==> src/rtl/tdm_mux_scanner.sv <==
// Registered N-channel time-division multiplexer with manual select, auto-scan
// with per-channel dwell, channel enable mask, valid/ready output and wrap pulse.
module tdm_mux_scanner #(
    parameter int unsigned N_CH  = 8,
    parameter int unsigned WIDTH = 8,
    parameter int unsigned DWELL = 4,
    localparam int unsigned SEL_W = $clog2(N_CH)
) (
    input  logic                  clk,
    input  logic                  rst_n,
    input  logic [N_CH*WIDTH-1:0] in_data,
    input  logic                  mode,
    input  logic [SEL_W-1:0]      man_sel,
    input  logic [N_CH-1:0]       ch_mask,
    output logic [WIDTH-1:0]      out_data,
    output logic [SEL_W-1:0]      out_sel,
    output logic                  out_valid,
    input  logic                  out_ready,
    output logic                  wrap
);

    localparam int unsigned DW_W = $clog2(DWELL + 1);

    localparam logic [1:0] S_MAN  = 2'd0;
    localparam logic [1:0] S_IDLE = 2'd1;
    localparam logic [1:0] S_SCAN = 2'd2;

    logic [1:0]       state_q, state_d;
    logic [WIDTH-1:0] out_data_q, out_data_d;
    logic [SEL_W-1:0] out_sel_q, out_sel_d;
    logic             out_valid_q, out_valid_d;
    logic             wrap_q, wrap_d;
    logic [SEL_W-1:0] cur_ch_q, cur_ch_d;
    logic [DW_W-1:0]  dwell_cnt_q, dwell_cnt_d;

    logic [SEL_W-1:0] nxt_ch;
    logic             load;
    logic             mode_chg;
    logic             advance;
    logic [DW_W-1:0]  dwell_base;
    int unsigned      ms;

    // Nearest enabled channel after cur_ch, searching upward modulo N_CH.
    always_comb begin
        logic found;
        found  = 1'b0;
        nxt_ch = cur_ch_q;
        for (int d = 1; d <= int'(N_CH); d++) begin
            int unsigned idx;
            idx = (int'(cur_ch_q) + d) % N_CH;
            if (!found && ch_mask[idx]) begin
                nxt_ch = SEL_W'(idx);
                found  = 1'b1;
            end
        end
    end

    // Next-state: mode decode, output load, dwell counting and channel advance.
    always_comb begin
        state_d     = !mode ? S_MAN : ((ch_mask == '0) ? S_IDLE : S_SCAN);
        // Only manual <-> auto transitions count as a mode change; IDLE <-> SCAN does not.
        mode_chg    = (state_q == S_MAN) != (state_d == S_MAN);
        load        = !out_valid_q || out_ready;
        dwell_base  = mode_chg ? '0 : dwell_cnt_q;
        ms          = int'(man_sel);
        advance     = 1'b0;
        out_data_d  = out_data_q;
        out_sel_d   = out_sel_q;
        out_valid_d = out_valid_q;
        cur_ch_d    = cur_ch_q;
        dwell_cnt_d = dwell_base;
        wrap_d      = 1'b0;

        if (load) begin
            case (state_d)
                S_MAN: begin
                    out_sel_d = man_sel;
                    if (ms < N_CH) begin
                        out_data_d  = in_data[ms*WIDTH +: WIDTH];
                        out_valid_d = ch_mask[ms];
                    end else begin
                        out_data_d  = '0;
                        out_valid_d = 1'b0;
                    end
                end
                S_IDLE: begin
                    out_valid_d = 1'b0;
                end
                S_SCAN: begin
                    if (ch_mask[cur_ch_q]) begin
                        out_data_d  = in_data[int'(cur_ch_q)*WIDTH +: WIDTH];
                        out_sel_d   = cur_ch_q;
                        out_valid_d = 1'b1;
                        if (dwell_base == DW_W'(DWELL - 1)) begin
                            advance     = 1'b1;
                            dwell_cnt_d = '0;
                        end else begin
                            dwell_cnt_d = dwell_base + 1'b1;
                        end
                    end else begin
                        // Channel masked mid-dwell or at entry: skip without emitting.
                        out_valid_d = 1'b0;
                        advance     = 1'b1;
                        dwell_cnt_d = '0;
                    end
                end
                default: begin
                    out_valid_d = 1'b0;
                end
            endcase
        end

        if (advance) begin
            cur_ch_d = nxt_ch;
            wrap_d   = (nxt_ch <= cur_ch_q);
        end
    end

    // State registers with synchronous active-low reset.
    always_ff @(posedge clk) begin
        if (!rst_n) begin
            state_q     <= S_MAN;
            out_data_q  <= '0;
            out_sel_q   <= '0;
            out_valid_q <= 1'b0;
            wrap_q      <= 1'b0;
            cur_ch_q    <= '0;
            dwell_cnt_q <= '0;
        end else begin
            state_q     <= state_d;
            out_data_q  <= out_data_d;
            out_sel_q   <= out_sel_d;
            out_valid_q <= out_valid_d;
            wrap_q      <= wrap_d;
            cur_ch_q    <= cur_ch_d;
            dwell_cnt_q <= dwell_cnt_d;
        end
    end

    assign out_data  = out_data_q;
    assign out_sel   = out_sel_q;
    assign out_valid = out_valid_q;
    assign wrap      = wrap_q;

endmodule

==> config.mk <==
export PLATFORM = sky130hd
export DESIGN_NAME = tdm_mux_scanner
export DESIGN_NICKNAME = d
export VERILOG_FILES = /design/src/rtl/tdm_mux_scanner.sv
export SDC_FILE = /design/constraint.sdc
export NUM_CORES = 1
export LEC_CHECK = 0
export CORE_MARGIN = 2
export CORE_UTILIZATION = 40
export DETAILED_ROUTE_END_ITERATION = 8
export PLACE_DENSITY = 0.81
export SETUP_SLACK_MARGIN = 0.5
export SYNTH_ARGS = -nofsm -noshare
export SYNTH_HDL_FRONTEND = slang
export SYNTH_SLANG_ARGS = --single-unit
==> constraint.sdc <==
create_clock -name clk -period 9.8 [get_ports clk]
set_input_delay 1.96 -clock clk [delete_from_list [all_inputs] [get_ports clk]]
set_output_delay 1.96 -clock clk [all_outputs]
set_load 0.01 [all_outputs]
---- Word-level counts from Yosys, hierarchy flattened ----
Cells that the tools add are included.
word-level totals
  flip-flop bits (word level) ............. 21
  bits of input ports ..................... 79
  word-level logic and storage cells ...... 107
  ROM bits ................................ 0
  latch bits .............................. 0
  bits in writable memories ............... 0
  memories ................................ 0
  output and inout bits ................... 13
operators by class
  $add $sub $neg .......................... 9
  multipliers ............................. 0
  reductions and logical operators ........ 22
  shift operators ......................... 2
  multiplexer cells ....................... 52
  bitwise logic cells ..................... 0
  magnitude comparators ................... 11
  equality and inequality tests ........... 4
  divide/modulo/power cells ............... 0
operators with widths
  cell                   count
  $shiftx A64 B7 Y8      2
  $mux W3                14
  $lt A3 B4 Y1 const B   10
  $bmux W1 S3            10
  $mux W1                22
  $pmux W8 S2            1
  $add A3 B3 Y3 const B  4
  $add A3 B1 Y3 const B  3
  $logic_not A1 Y1       8
  $logic_not A8 Y1       1
  $mux W8                1
  $logic_and A1 B1 Y1    7
  $add A3 B2 Y3 const B  2
  $pmux W3 S2            1
  $logic_not A2 Y1       2
  $mux W2                2
  $eq A3 B2 Y1 const B   1
  $le A3 B3 Y1           1
  $reduce_and A3 Y1      1
  $eq A2 B2 Y1 const B   1
  $ne A2 B2 Y1 const B   1
  $pmux W1 S2            1
  $reduce_and A2 Y1      1
  $reduce_bool A2 Y1     1
  other kinds (2)        2

---- Depth between registers and ports, before layout ----
Gate-level depths: netlist of the first run.
  word-level depth ........................ 26
  gate-level depth with buffers ........... 17
  gate-level depth less buffers ........... 14

---- Worst setup path after synthesis of the first run ----
Ideal clock, no wire load.
  path kind ............................... input -> register
  start point ............................. input port ch_mask[4]
  end point ............................... register wrap_q, in the netlist wrap
  stages .................................. 11
  arrival ................................. 4.214 ns
  buffers on the path ..................... 0
  library setup time ...................... 0.092 ns
  setup slack ............................. 5.495 ns
  required time ........................... 9.708 ns
  cells stage by stage .................... mux4_2 mux2_2 and4bb_1 nand3_1 a41oi_1 inv_1 ha_1 a21o_1 a21oi_1 a31oi_1 nor4_1
on the way
  word-level cells in the longest chain between the ends .. 25
  elaborated cells on any way between the ends .. 61
ends and longest elaborated chain
  element                        RTL line  RTL
  start, declared                14        input logic [N_CH-1:0] ch_mask,
  $bmux W1 S3                    51        if (!found && ch_mask[idx]) begin
  $mux W1 (implied by the code)  51
  $mux W1                        51
  $logic_not A1 Y1               51
  $logic_and A1 B1 Y1            51
  $mux W1                        51
  $logic_not A1 Y1               51
  $logic_and A1 B1 Y1            51
  (+10 left out)                 --
  $logic_not A1 Y1               51
  $logic_and A1 B1 Y1            51
  $mux W1                        51
  $logic_not A1 Y1               51
  $logic_and A1 B1 Y1            51
  $mux W3 *                      51
  via nxt_ch[1]                  36        logic [SEL_W-1:0] nxt_ch;
  $le A3 B3 Y1 *                 115       wrap_d = (nxt_ch <= cur_ch_q);
  end signal, assigned           134       wrap_q <= wrap_d;
  end, declared                  32        logic wrap_q, wrap_d;
The timed path passes the listed nets; every way through them passes the cells marked *. The select of a mux whose other input is x is not followed.
A chain may end at the register's enable or synchronous reset.

---- Final worst setup path of the first run ----
  start point ............................. input port ch_mask[6]
  end point ............................... register out_data_q[7], in the netlist out_data[7]
on the way
  word-level cells in the longest chain between the ends .. 6
  elaborated cells on any way between the ends .. 11
ends and longest elaborated chain
  element                                                              RTL line  RTL
  $logic_not A8 Y1                                                     60        state_d = !mode ? S_MAN : ((ch_mask == '0) ? S_IDLE : S_SCAN);
  $mux W2 (2 in a row)                                                 60
  $eq A2 B2 Y1 / $logic_not A2 Y1 (equally long branches)              75        case (state_d)
  $ne A2 B2 Y1 (no line) / $reduce_bool A2 Y1 (equally long branches)  --
  $reduce_and A3 Y1 (no line)                                          --
  end signal, assigned                                                 131       out_data_q <= out_data_d;
  end, declared                                                        29        logic [WIDTH-1:0] out_data_q, out_data_d;
Several ways; a longest one is shown, not always the timed one. The select of a mux whose other input is x is not followed.

==> results.json, run 1 <==
{
  "areaGrowthSynthToFinish_pct": 41.7,
  "clockRootBuffer": "clkbuf_8",
  "sequentialPowerShare_pct": 20.8,
  "status": "complete, no violations",
  "ctsHoldBuffers": 0,
  "hpwl_um": 5280,
  "syn_avg_cell_area_um2": 9.63,
  "dieWidth_um": 81.1,
  "synth_top_area_share_pct": 17.7,
  "peakVddDrop_mv": 0.0939,
  "hold_class": "reg -> reg",
  "port_buffers": 91,
  "synthFlopType": "dfxtp_1",
  "min_period_ns": 5.21,
  "synth_fp_nets": 332,
  "fin_crit_sh_pct": 53.2,
  "crit_slowest_cell": "mux2i_4",
  "ctsResizeCount": 0,
  "ys_seq_area_share_pct": 17.7,
  "crit_chain": "clkdlybuf4s50_1, or4_4, o21ai_4, mux2i_4, mux2_1, a222oi_1, a31oi_1",
  "grt_usage_pct": 21.1,
  "viasPerCell": 5.86,
  "syn_area_mm2": 0.00238,
  "nNetsFinal": 413,
  "p_int_uw": 361,
  "clk_pin_slew_ns": 0.09,
  "cts_setup_buffers": 0,
  "htreeDepth": 1,
  "layout-drive-gt1-share_pct": 18.7,
  "async_flop_share_pct": 0,
  "p_per_area_mw_per_mm2": 188,
  "crit_start": "ch_mask[6]",
  "end_kind": "flip-flop",
  "clk_latency_ns": 0.26,
  "cp.depth": 7,
  "yosysUniqueCellTypes": 58,
  "worstMarginPinSlew_ns": 1.10,
  "drv_slew": 0,
  "fillers": 516,
  "final_cell_mix": "clkdlybuf4s50_1 (91), mux2_2 (29), dfxtp_1 (21)",
  "first_pass_iters": 4,
  "placementRows": 28,
  "finalSetupTns_ns": 0,
  "ios": 92,
  "r2r-start": "cur_ch_q[1]$_SDFFE_PN0P_",
  "slew_headroom_pct": 25.2,
  "p_leak_nw": 1.17,
  "drtIter0Drc": 179,
  "synth_warnings": 0,
  "netlist_top_cells_area": "dfxtp_1 (18%), mux4_2 (14%), mux2_2 (14%)",
  "antenna_found_initial": 0,
  "synth_edf_count": 0,
  "syn_inst": 247,
  "regToRegSetupSlack_ns": 5.27,
  "maxCapViolations": 0,
  "routed_wl_um": 6750,
  "start_kind": "input pin",
  "pwr-share-clk_pct": 9.2,
  "max_stage_delay_ns": 0.94,
  "wire_per_inst_um": 16.8,
  "globalplace.congestion": 0.916,
  "synth.largest_area_cell": "dfxtp_1",
  "clock_sinks": 21,
  "critPathMaxFanout": 33,
  "setup_viol": 0,
  "max_clock_freq_mhz": 192,
  "core-area_mm2": 0.00582,
  "n_antenna_cell": 0,
  "cts_made_buffers": 3,
  "ys_ff_latch": 21,
  "grt_pass1_wl_um": 10900,
  "path_class": "in -> reg",
  "critPathBufInv": 1,
  "start_util_pct": 40.9,
  "cts_tree": "yes",
  "r2r-end": "wrap$_SDFF_PN0_",
  "final_common_cell": "clkdlybuf4s50_1",
  "switching_power_uw": 273,
  "fin_skew_ns": 0.00732,
  "drc": 0,
  "crit_end": "out_data[7]$_SDFFE_PN0P_",
  "grt_max_degree": 34,
  "max-clock-path-buffers": 2,
  "die-area_mm2": 0.00658,
  "required_ns": 9.94,
  "switching_share_pct": 43.1,
  "path_delay_family": "multiplexers",
  "comb_power_share_pct": 70.0,
  "layout_setup_ws_ns": 4.59,
  "worstPathArrival_ns": 5.35,
  "hold_violations": 0,
  "vias": 2354,
  "globalRoute.totalOverflow": 0,
  "r2r_cells": 13,
  "grt_pass1_vias": 2265,
  "rsz0062_at_grt": "no",
  "place_ws_ns": 4.34,
  "ant_nets": 0,
  "fp.dieH_um": 81.1
}
-- metal layers --
metal,routed length [µm],global-route usage [%]
met5,0,0
met4,157,4.75
met3,485,5.44
met2,3400,38.6
met1,2700,24.6
-- metrics by stage --
step | utilization [%] | hold slack (ns) | cell area, µm² | cells | power, mW
floorplan | - | 0.460 | 2380 | 247 | 0.450
global placement | 57.1 | 0.465 | 3320 | 398 | 0.564
detailed placement | 57.1 | 0.473 | 3320 | 398 | 0.572
CTS | 58.0 | 0.487 | 3370 | 402 | 0.634
global route | 58.0 | 0.500 | 3370 | 402 | 0.685
finish | 58.0 | 0.487 | 3370 | 402 | 0.634
-- worst register-to-register path, cell delays in order (launching register included) --
cell and delay, ns:
dfxtp_1 0.88, inv_1 0.24, ha_1 0.64, mux4_2 0.60, mux2_2 0.34, and4bb_1 0.37, nand3_1 0.10, a41oi_1 0.40
inv_1 0.08, ha_1 0.30, a21o_1 0.16, a21oi_1 0.14, a31oi_1 0.05, nor4_1 0.15
-- state kept, by name, summed over array words and instances, names as in the netlist --
register / cells
state_q: 2
out_sel: 3
out_data: 8
out_valid: 1
wrap: 1
cur_ch_q: 3
dwell_cnt_q: 3
-- kinds of logic (layout without fill, tap and decap cells) --
group	after synthesis	count (layout)	share of synthesized area (%)
flops	21	21	17.7
fa+ha+maj	6	6	3.16
mux	65	65	38.0
buf+inv	25	105	4.68
simple gates	64	64	15.5
compound gates	59	59	18.5
xor+xnor	7	7	2.58
-- final cells by class --
| cell class | instances | area (µm²) | share of cell area (%) |
|---|---|---|---|
| inverter | 9 | 33.8 | 1.00 |
| timing repair buffer | 92 | 918 | 27.2 |
| clock buffer | 3 | 41.3 | 1.22 |
| sequential | 21 | 420 | 12.5 |
| tap | 75 | 93.8 | 2.78 |
| multi-input combinational | 201 | 1860 | 55.0 |
| clock inverter | 1 | 7.51 | 0.223 |
-- synthesized netlist by cell type (all sizes together) (2+ instances only) --
library cell / instances
a211oi: 5
a21oi: 7
a222oi: 8
a22oi: 2
a31oi: 9
and2: 7
buf: 9
clkbuf: 7
dfxtp: 21
ha: 6
inv: 9
mux2: 39
mux2i: 11
mux4: 15
nand2: 12
nand3: 5
nand3b: 2
nor2: 17
nor2b: 3
nor3: 4
nor4: 3
o211ai: 2
o21ai: 13
o31ai: 2
o32ai: 2
or4: 3
xnor2: 4
xor2: 3
-- worst min-delay path by stage --
stage | to | startpoint | slack [ns] | cells past startpoint
5_1_grt | dwell_cnt_q[2]$_SDFF_PN0_ | dwell_cnt_q[2]$_SDFF_PN0_ | 0.50 | 1
3_5_place_dp | dwell_cnt_q[2]$_SDFF_PN0_ | dwell_cnt_q[2]$_SDFF_PN0_ | 0.47 | 1
2_1_floorplan | dwell_cnt_q[2]$_SDFF_PN0_ | dwell_cnt_q[2]$_SDFF_PN0_ | 0.46 | 1
6_report | dwell_cnt_q[2]$_SDFF_PN0_ | dwell_cnt_q[2]$_SDFF_PN0_ | 0.49 | 1
3_3_place_gp | dwell_cnt_q[2]$_SDFF_PN0_ | dwell_cnt_q[2]$_SDFF_PN0_ | 0.46 | 1
4_1_cts | dwell_cnt_q[2]$_SDFF_PN0_ | dwell_cnt_q[2]$_SDFF_PN0_ | 0.49 | 1
-- power by group through the flow --
stage	Sequential, mW	Clock [mW]	Combinational, mW
after floorplan	0.121	0	0.329
final	0.132	0.0585	0.444
after detailed placement	0.134	0	0.438
after CTS	0.132	0.0596	0.442
after global placement	0.134	0	0.430
after global routing	0.135	0.0636	0.487
No activity file was read; power rests on OpenSTA's default activity.
==> inputs of run 2 (changes only) <==
Clock period 9.8 ns to 5.2 ns, I/O delays scaled along.
==> run 2 against run 1 <==
Compared with the run above: clock skew down 0.0047 ns; flip-flop and latch count unchanged; combinational power up 96%; cell count up 0.75%; largest power group unchanged; first-iteration DRC count down 25%; critical path type is now reg -> reg; hold slack better by 0.0074 ns; setup slack worse by 3.4 ns; sequential power up 67%; via count up 2.2%; critical endpoint is now wrap$_SDFF_PN0_; total power up 90%.
==> results.json, run 2 (synthesized netlist as in run 1, its figures left out) <==
{
  "die-area_mm2": 0.00658,
  "hold_class": "reg -> reg",
  "regToRegSetupSlack_ns": 1.14,
  "finalNonFillerCells": 405,
  "vias": 2406,
  "rsz0062_at_grt": "no",
  "max-clock-path-buffers": 2,
  "viasPerCell": 5.94,
  "hold_start": "dwell_cnt_q[2]$_SDFF_PN0_",
  "switching_power_uw": 519,
  "globalRoute.totalOverflow": 0,
  "cts_made_buffers": 3,
  "final_cell_area_mm2": 0.00339,
  "placed_cells": 401,
  "r2r_cells": 14,
  "wire_per_inst_um": 16.9,
  "min_period_ns": 4.06,
  "critPathMaxFanout": 17,
  "wl_met1_um": 2680,
  "areaGrowthSynthToFinish_pct": 42.7,
  "grt_pass1_wl_um": 11100,
  "clock_sinks": 21,
  "drc": 0,
  "comb_power_share_pct": 72.3,
  "max_clock_freq_mhz": 246,
  "start_kind": "flip-flop",
  "fin_crit_sh_pct": 78.1,
  "required_ns": 5.37,
  "n_antenna_cell": 0,
  "setup_viol": 0,
  "layout_setup_ws_ns": 1.14,
  "clockRootBuffer": "clkbuf_8",
  "status": "complete, no violations",
  "hold_violations": 0,
  "drv_slew": 0,
  "peakVddDrop_mv": 0.209,
  "globalplace.congestion": 0.894,
  "ctsResizeCount": 0,
  "cts_tree": "yes",
  "r2r-start": "cur_ch_q[1]$_SDFFE_PN0P_",
  "ctsHoldBuffers": 0,
  "holdPathStages": 1,
  "place_ws_ns": 0.955,
  "grt_max_degree": 34,
  "port_buffers": 91,
  "clk_pin_slew_ns": 0.08,
  "clk_latency_ns": 0.26,
  "finalSetupTns_ns": 0,
  "fin_skew_ns": 0.00260,
  "p_per_area_mw_per_mm2": 355,
  "antenna_found_initial": 0,
  "sequentialPowerShare_pct": 18.3,
  "ant_nets": 0,
  "r2r-end": "wrap$_SDFF_PN0_",
  "routed.top_layer": "met4",
  "grt_pass1_vias": 2351,
  "largest_reg_flops": 8,
  "power.total_mw": 1.21,
  "switching_share_pct": 43.1,
  "final_common_cell": "clkdlybuf4s50_1",
  "end_kind": "flip-flop",
  "maxCapViolations": 0,
  "final_cell_mix": "clkdlybuf4s50_1 (91), mux2_2 (29), dfxtp_1 (21)",
  "worstMarginPinSlew_ns": 0.655,
  "p_leak_nw": 1.19,
  "wl_met2_um": 3500,
  "start_util_pct": 40.9,
  "placementRows": 28,
  "ios": 92,
  "hpwl_um": 5420,
  "fp.dieH_um": 81.1,
  "htreeDepth": 1,
  "path_class": "reg -> reg",
  "first_pass_iters": 7,
  "layout-drive-gt1-share_pct": 19.4,
  "drtIter0Drc": 134,
  "slew_headroom_pct": 55.1,
  "worstHoldEndpoint": "dwell_cnt_q[2]$_SDFF_PN0_",
  "worstPathArrival_ns": 4.23,
  "core-area_mm2": 0.00582,
  "p_int_uw": 687,
  "routed_wl_um": 6850,
  "dieWidth_um": 81.1,
  "placed_area_mm2": 0.00334,
  "nNetsFinal": 416,
  "wl_met3_um": 490,
  "cts_setup_buffers": 0,
  "pwr-share-clk_pct": 9.3,
  "grt_usage_pct": 21.5
}
run 2: changes by cell type in the layout (fill, tap and decap cells not counted):
cell	delta
buf_4	+3
run 2: critical path, stage by stage, from the launching register on:
cell and delay (ns):
dfxtp_1 0.32, buf_4 0.26, inv_1 0.15, ha_1 0.61, mux4_2 0.60, mux2_2 0.33
and4bb_1 0.37, nand3b_1 0.14, a41oi_1 0.28, inv_1 0.08, ha_1 0.29, a21o_1 0.17
a21oi_1 0.15, a31oi_1 0.06, nor4_1 0.16
run 2: metrics by stage:
step,hold WS [ns],util (%)
after floorplan,0.460,-
after global placement,0.464,57.5
after detailed placement,0.474,57.5
after CTS,0.492,58.3
after global routing,0.510,58.3
final,0.495,58.3
run 2: routing by layer:
| layer | vias to the layer above | GRT usage (%) |
|---|---|---|
| met5 | - | 0 |
| met4 | 0 | 6.44 |
| met3 | 15 | 6.00 |
| met2 | 105 | 38.3 |
| met1 | 1138 | 25.0 |
| li1 | 1148 | - |
run 2: worst max-delay path by stage:
| stage | from | to | slack, ns |
|---|---|---|---|
| after floorplan | cur_ch_q[1]$_SDFFE_PN0P_ | wrap$_SDFF_PN0_ | 1.60 |
| after global placement | ch_mask[4] | wrap$_SDFF_PN0_ | 0.97 |
| after detailed placement | ch_mask[5] | wrap$_SDFF_PN0_ | 0.95 |
| after CTS | cur_ch_q[1]$_SDFFE_PN0P_ | wrap$_SDFF_PN0_ | 1.18 |
| after global routing | cur_ch_q[1]$_SDFFE_PN0P_ | wrap$_SDFF_PN0_ | 0.92 |
| final | cur_ch_q[1]$_SDFFE_PN0P_ | wrap$_SDFF_PN0_ | 1.14 |
run 2: cell type report:
cell class | count | area (µm²)
Sequential cell | 21 | 420
Fill cell | 531 | 2420
Clock buffer | 3 | 41.3
Clock inverter | 1 | 7.51
Multi-Input combinational cell | 201 | 1860
Timing Repair Buffer | 95 | 941
Inverter | 9 | 33.8
Tap cell | 75 | 93.8
run 2: power by group through the flow:
stage | clock (mW) | sequential, mW | combinational [mW]
6_report | 0.113 | 0.221 | 0.872
5_1_grt | 0.121 | 0.225 | 0.949
4_1_cts | 0.115 | 0.222 | 0.865
3_5_place_dp | 0 | 0.225 | 0.861
3_3_place_gp | 0 | 0.224 | 0.847
2_1_floorplan | 0 | 0.227 | 0.621
==> inputs of run 3 (changes only) <==
Clock period 5.2 ns to 3.9 ns, I/O delays scaled along.
==> run 3 against run 2 <==
Compared with the run above: clock power is 35% higher; clock-buffer cell count is the same; flip-flop and latch count stayed put; first-iteration DRC count up 34%; sequential power grew 34%; non-clock buffer count up 18; largest cell class unchanged.
==> results.json, run 3 (synthesized netlist as in run 1, its figures left out) <==
{
  "max-clock-path-buffers": 2,
  "drc": 0,
  "final_common_cell": "clkdlybuf4s50_1",
  "port_buffers": 91,
  "switching_share_pct": 42.1,
  "finalSetupTns_ns": 0,
  "vias": 2489,
  "r2r_cells": 13,
  "worstPathArrival_ns": 3.51,
  "ctsHoldBuffers": 0,
  "end_kind": "flip-flop",
  "required_ns": 4.08,
  "critPathBufInv": 2,
  "clock_sinks": 21,
  "htreeDepth": 1,
  "cts_made_buffers": 3,
  "fp.dieH_um": 81.1,
  "r2r-end": "wrap$_SDFF_PN0_",
  "final_cell_area_mm2": 0.00357,
  "antenna_found_initial": 0,
  "slew_headroom_pct": 54.7,
  "hold_class": "reg -> reg",
  "p_per_area_mw_per_mm2": 517,
  "worstHoldEndpoint": "dwell_cnt_q[2]$_SDFF_PN0_",
  "ios": 92,
  "first_pass_iters": 4,
  "hold_violations": 0,
  "critPathMaxFanout": 6,
  "viasPerCell": 5.88,
  "globalplace.congestion": 0.909,
  "grt_max_degree": 23,
  "path_class": "reg -> reg",
  "ant_nets": 0,
  "setup_viol": 0,
  "fillers": 488,
  "n_antenna_cell": 0,
  "power.total_mw": 1.84,
  "r2r-start": "cur_ch_q[0]$_SDFFE_PN0P_",
  "globalRoute.totalOverflow": 0,
  "fin_skew_ns": 0.00548,
  "areaGrowthSynthToFinish_pct": 50.0,
  "switching_power_uw": 777,
  "regToRegSetupSlack_ns": 0.58,
  "sequentialPowerShare_pct": 16.1,
  "hpwl_um": 5530,
  "die-area_mm2": 0.00658,
  "dieWidth_um": 81.1,
  "final_cell_mix": "clkdlybuf4s50_1 (83), mux2_2 (26), dfxtp_1 (20), buf_4 (20), nor2_1 (16)",
  "crit_chain": "inv_2, ha_4, mux4_2, mux2_4, and4bb_2, nand3b_1, a41oi_2, inv_1, ha_1, a21o_1, a21oi_1, a31oi_1, nor4_1",
  "seq_area_um2": 422,
  "max_clock_freq_mhz": 301,
  "routed_wl_um": 7280,
  "worstMarginPinSlew_ns": 0.679,
  "grt_usage_pct": 22.4,
  "peakVddDrop_mv": 0.217,
  "nNetsFinal": 434,
  "clk_latency_ns": 0.27,
  "core-area_mm2": 0.00582,
  "holdPathStages": 1,
  "pwr-share-clk_pct": 8.2,
  "largest_reg_flops": 8,
  "path_delay_family": "multiplexers",
  "wire_per_inst_um": 17.2,
  "drv_slew": 0,
  "comb_power_share_pct": 75.7,
  "status": "complete, no violations",
  "layout-drive-gt1-share_pct": 28.4,
  "rsz0062_at_grt": "no",
  "drtIter0Drc": 180,
  "cts_tree": "yes",
  "clockRootBuffer": "clkbuf_8",
  "start_util_pct": 40.9,
  "p_int_mw": 1.07,
  "start_kind": "flip-flop",
  "placementRows": 28,
  "grt_pass1_wl_um": 11600,
  "maxCapViolations": 0,
  "hold_start": "dwell_cnt_q[2]$_SDFF_PN0_",
  "grt_pass1_vias": 2517,
  "multi_input_comb_area_mm2": 0.00191,
  "min_period_ns": 3.32,
  "clk_pin_slew_ns": 0.08,
  "p_leak_nw": 1.30,
  "max_stage_delay_ns": 0.53,
  "placed_area_mm2": 0.00341,
  "crit_slowest_cell": "mux4_2",
  "fin_crit_sh_pct": 85.2
}
run 3: power by group through the flow:
stage	clock, mW	combinational, mW	sequential (mW)
3_3_place_gp	0	1.16	0.299
4_1_cts	0.151	1.23	0.295
3_5_place_dp	0	1.19	0.299
6_report	0.152	1.40	0.297
2_1_floorplan	0	0.844	0.303
5_1_grt	0.161	1.50	0.302
run 3: stage by stage:
| step | hold slack [ns] | cells | worst slack [ns] | utilization (%) |
|---|---|---|---|---|
| 3_3_place_gp | 0.466 | 407 | 0.104 | 58.7 |
| 3_5_place_dp | 0.487 | 407 | -0.0266 | 58.7 |
| 5_1_grt | 0.524 | 423 | 0.457 | 61.3 |
| 6_report | 0.509 | 423 | 0.578 | 61.3 |
| 4_1_cts | 0.500 | 412 | 0.514 | 59.7 |
| 2_1_floorplan | 0.460 | 247 | 0.502 | - |
run 3: layout make-up:
cell class	instances	share of cell area, %
clock buffer	3	1.16
clock inverter	1	0.210
inverter	9	0.947
multi-input combinational	201	53.5
sequential	21	11.8
tap	75	2.63
timing repair buffer	113	29.7
run 3: worst max path at each step:
stage	start	endpoint	slack (ns)	cells past startpoint
4_1_cts	ch_mask[5]	wrap$_SDFF_PN0_	0.51	12
2_1_floorplan	cur_ch_q[1]$_SDFFE_PN0P_	wrap$_SDFF_PN0_	0.50	16
3_3_place_gp	ch_mask[4]	wrap$_SDFF_PN0_	0.10	12
5_1_grt	cur_ch_q[0]$_SDFFE_PN0P_	wrap$_SDFF_PN0_	0.46	13
6_report	cur_ch_q[0]$_SDFFE_PN0P_	wrap$_SDFF_PN0_	0.58	13
3_5_place_dp	ch_mask[5]	wrap$_SDFF_PN0_	-0.03	12
run 3: routing by layer:
metal | vias up | GRT usage, % | part of all wire [%]
li1 | 1175 | - | -
met1 | 1173 | 26.1 | 38
met2 | 123 | 41.1 | 52
met3 | 18 | 5.22 | 7.6
met4 | 0 | 5.59 | 1.9
met5 | - | 0 | 0
run 3: repair_timing:
action                                  CTS  global route
buffers inserted                          1            11
endpoints found under the setup margin    7             1
pin swaps                                 1             3
gates resized for setup                  11            25
run 3: worst register-to-register path, delay by kind of cell (launching register included):
kind | cells | cell delay, ns
AND/OR/NAND/NOR | 3 | 0.66
flip-flops | 1 | 0.34
adder cells (fa/ha/maj) | 2 | 0.60
AO/OA/AOI/OAI | 4 | 0.61
buffers and inverters | 2 | 0.15
multiplexers | 2 | 0.86
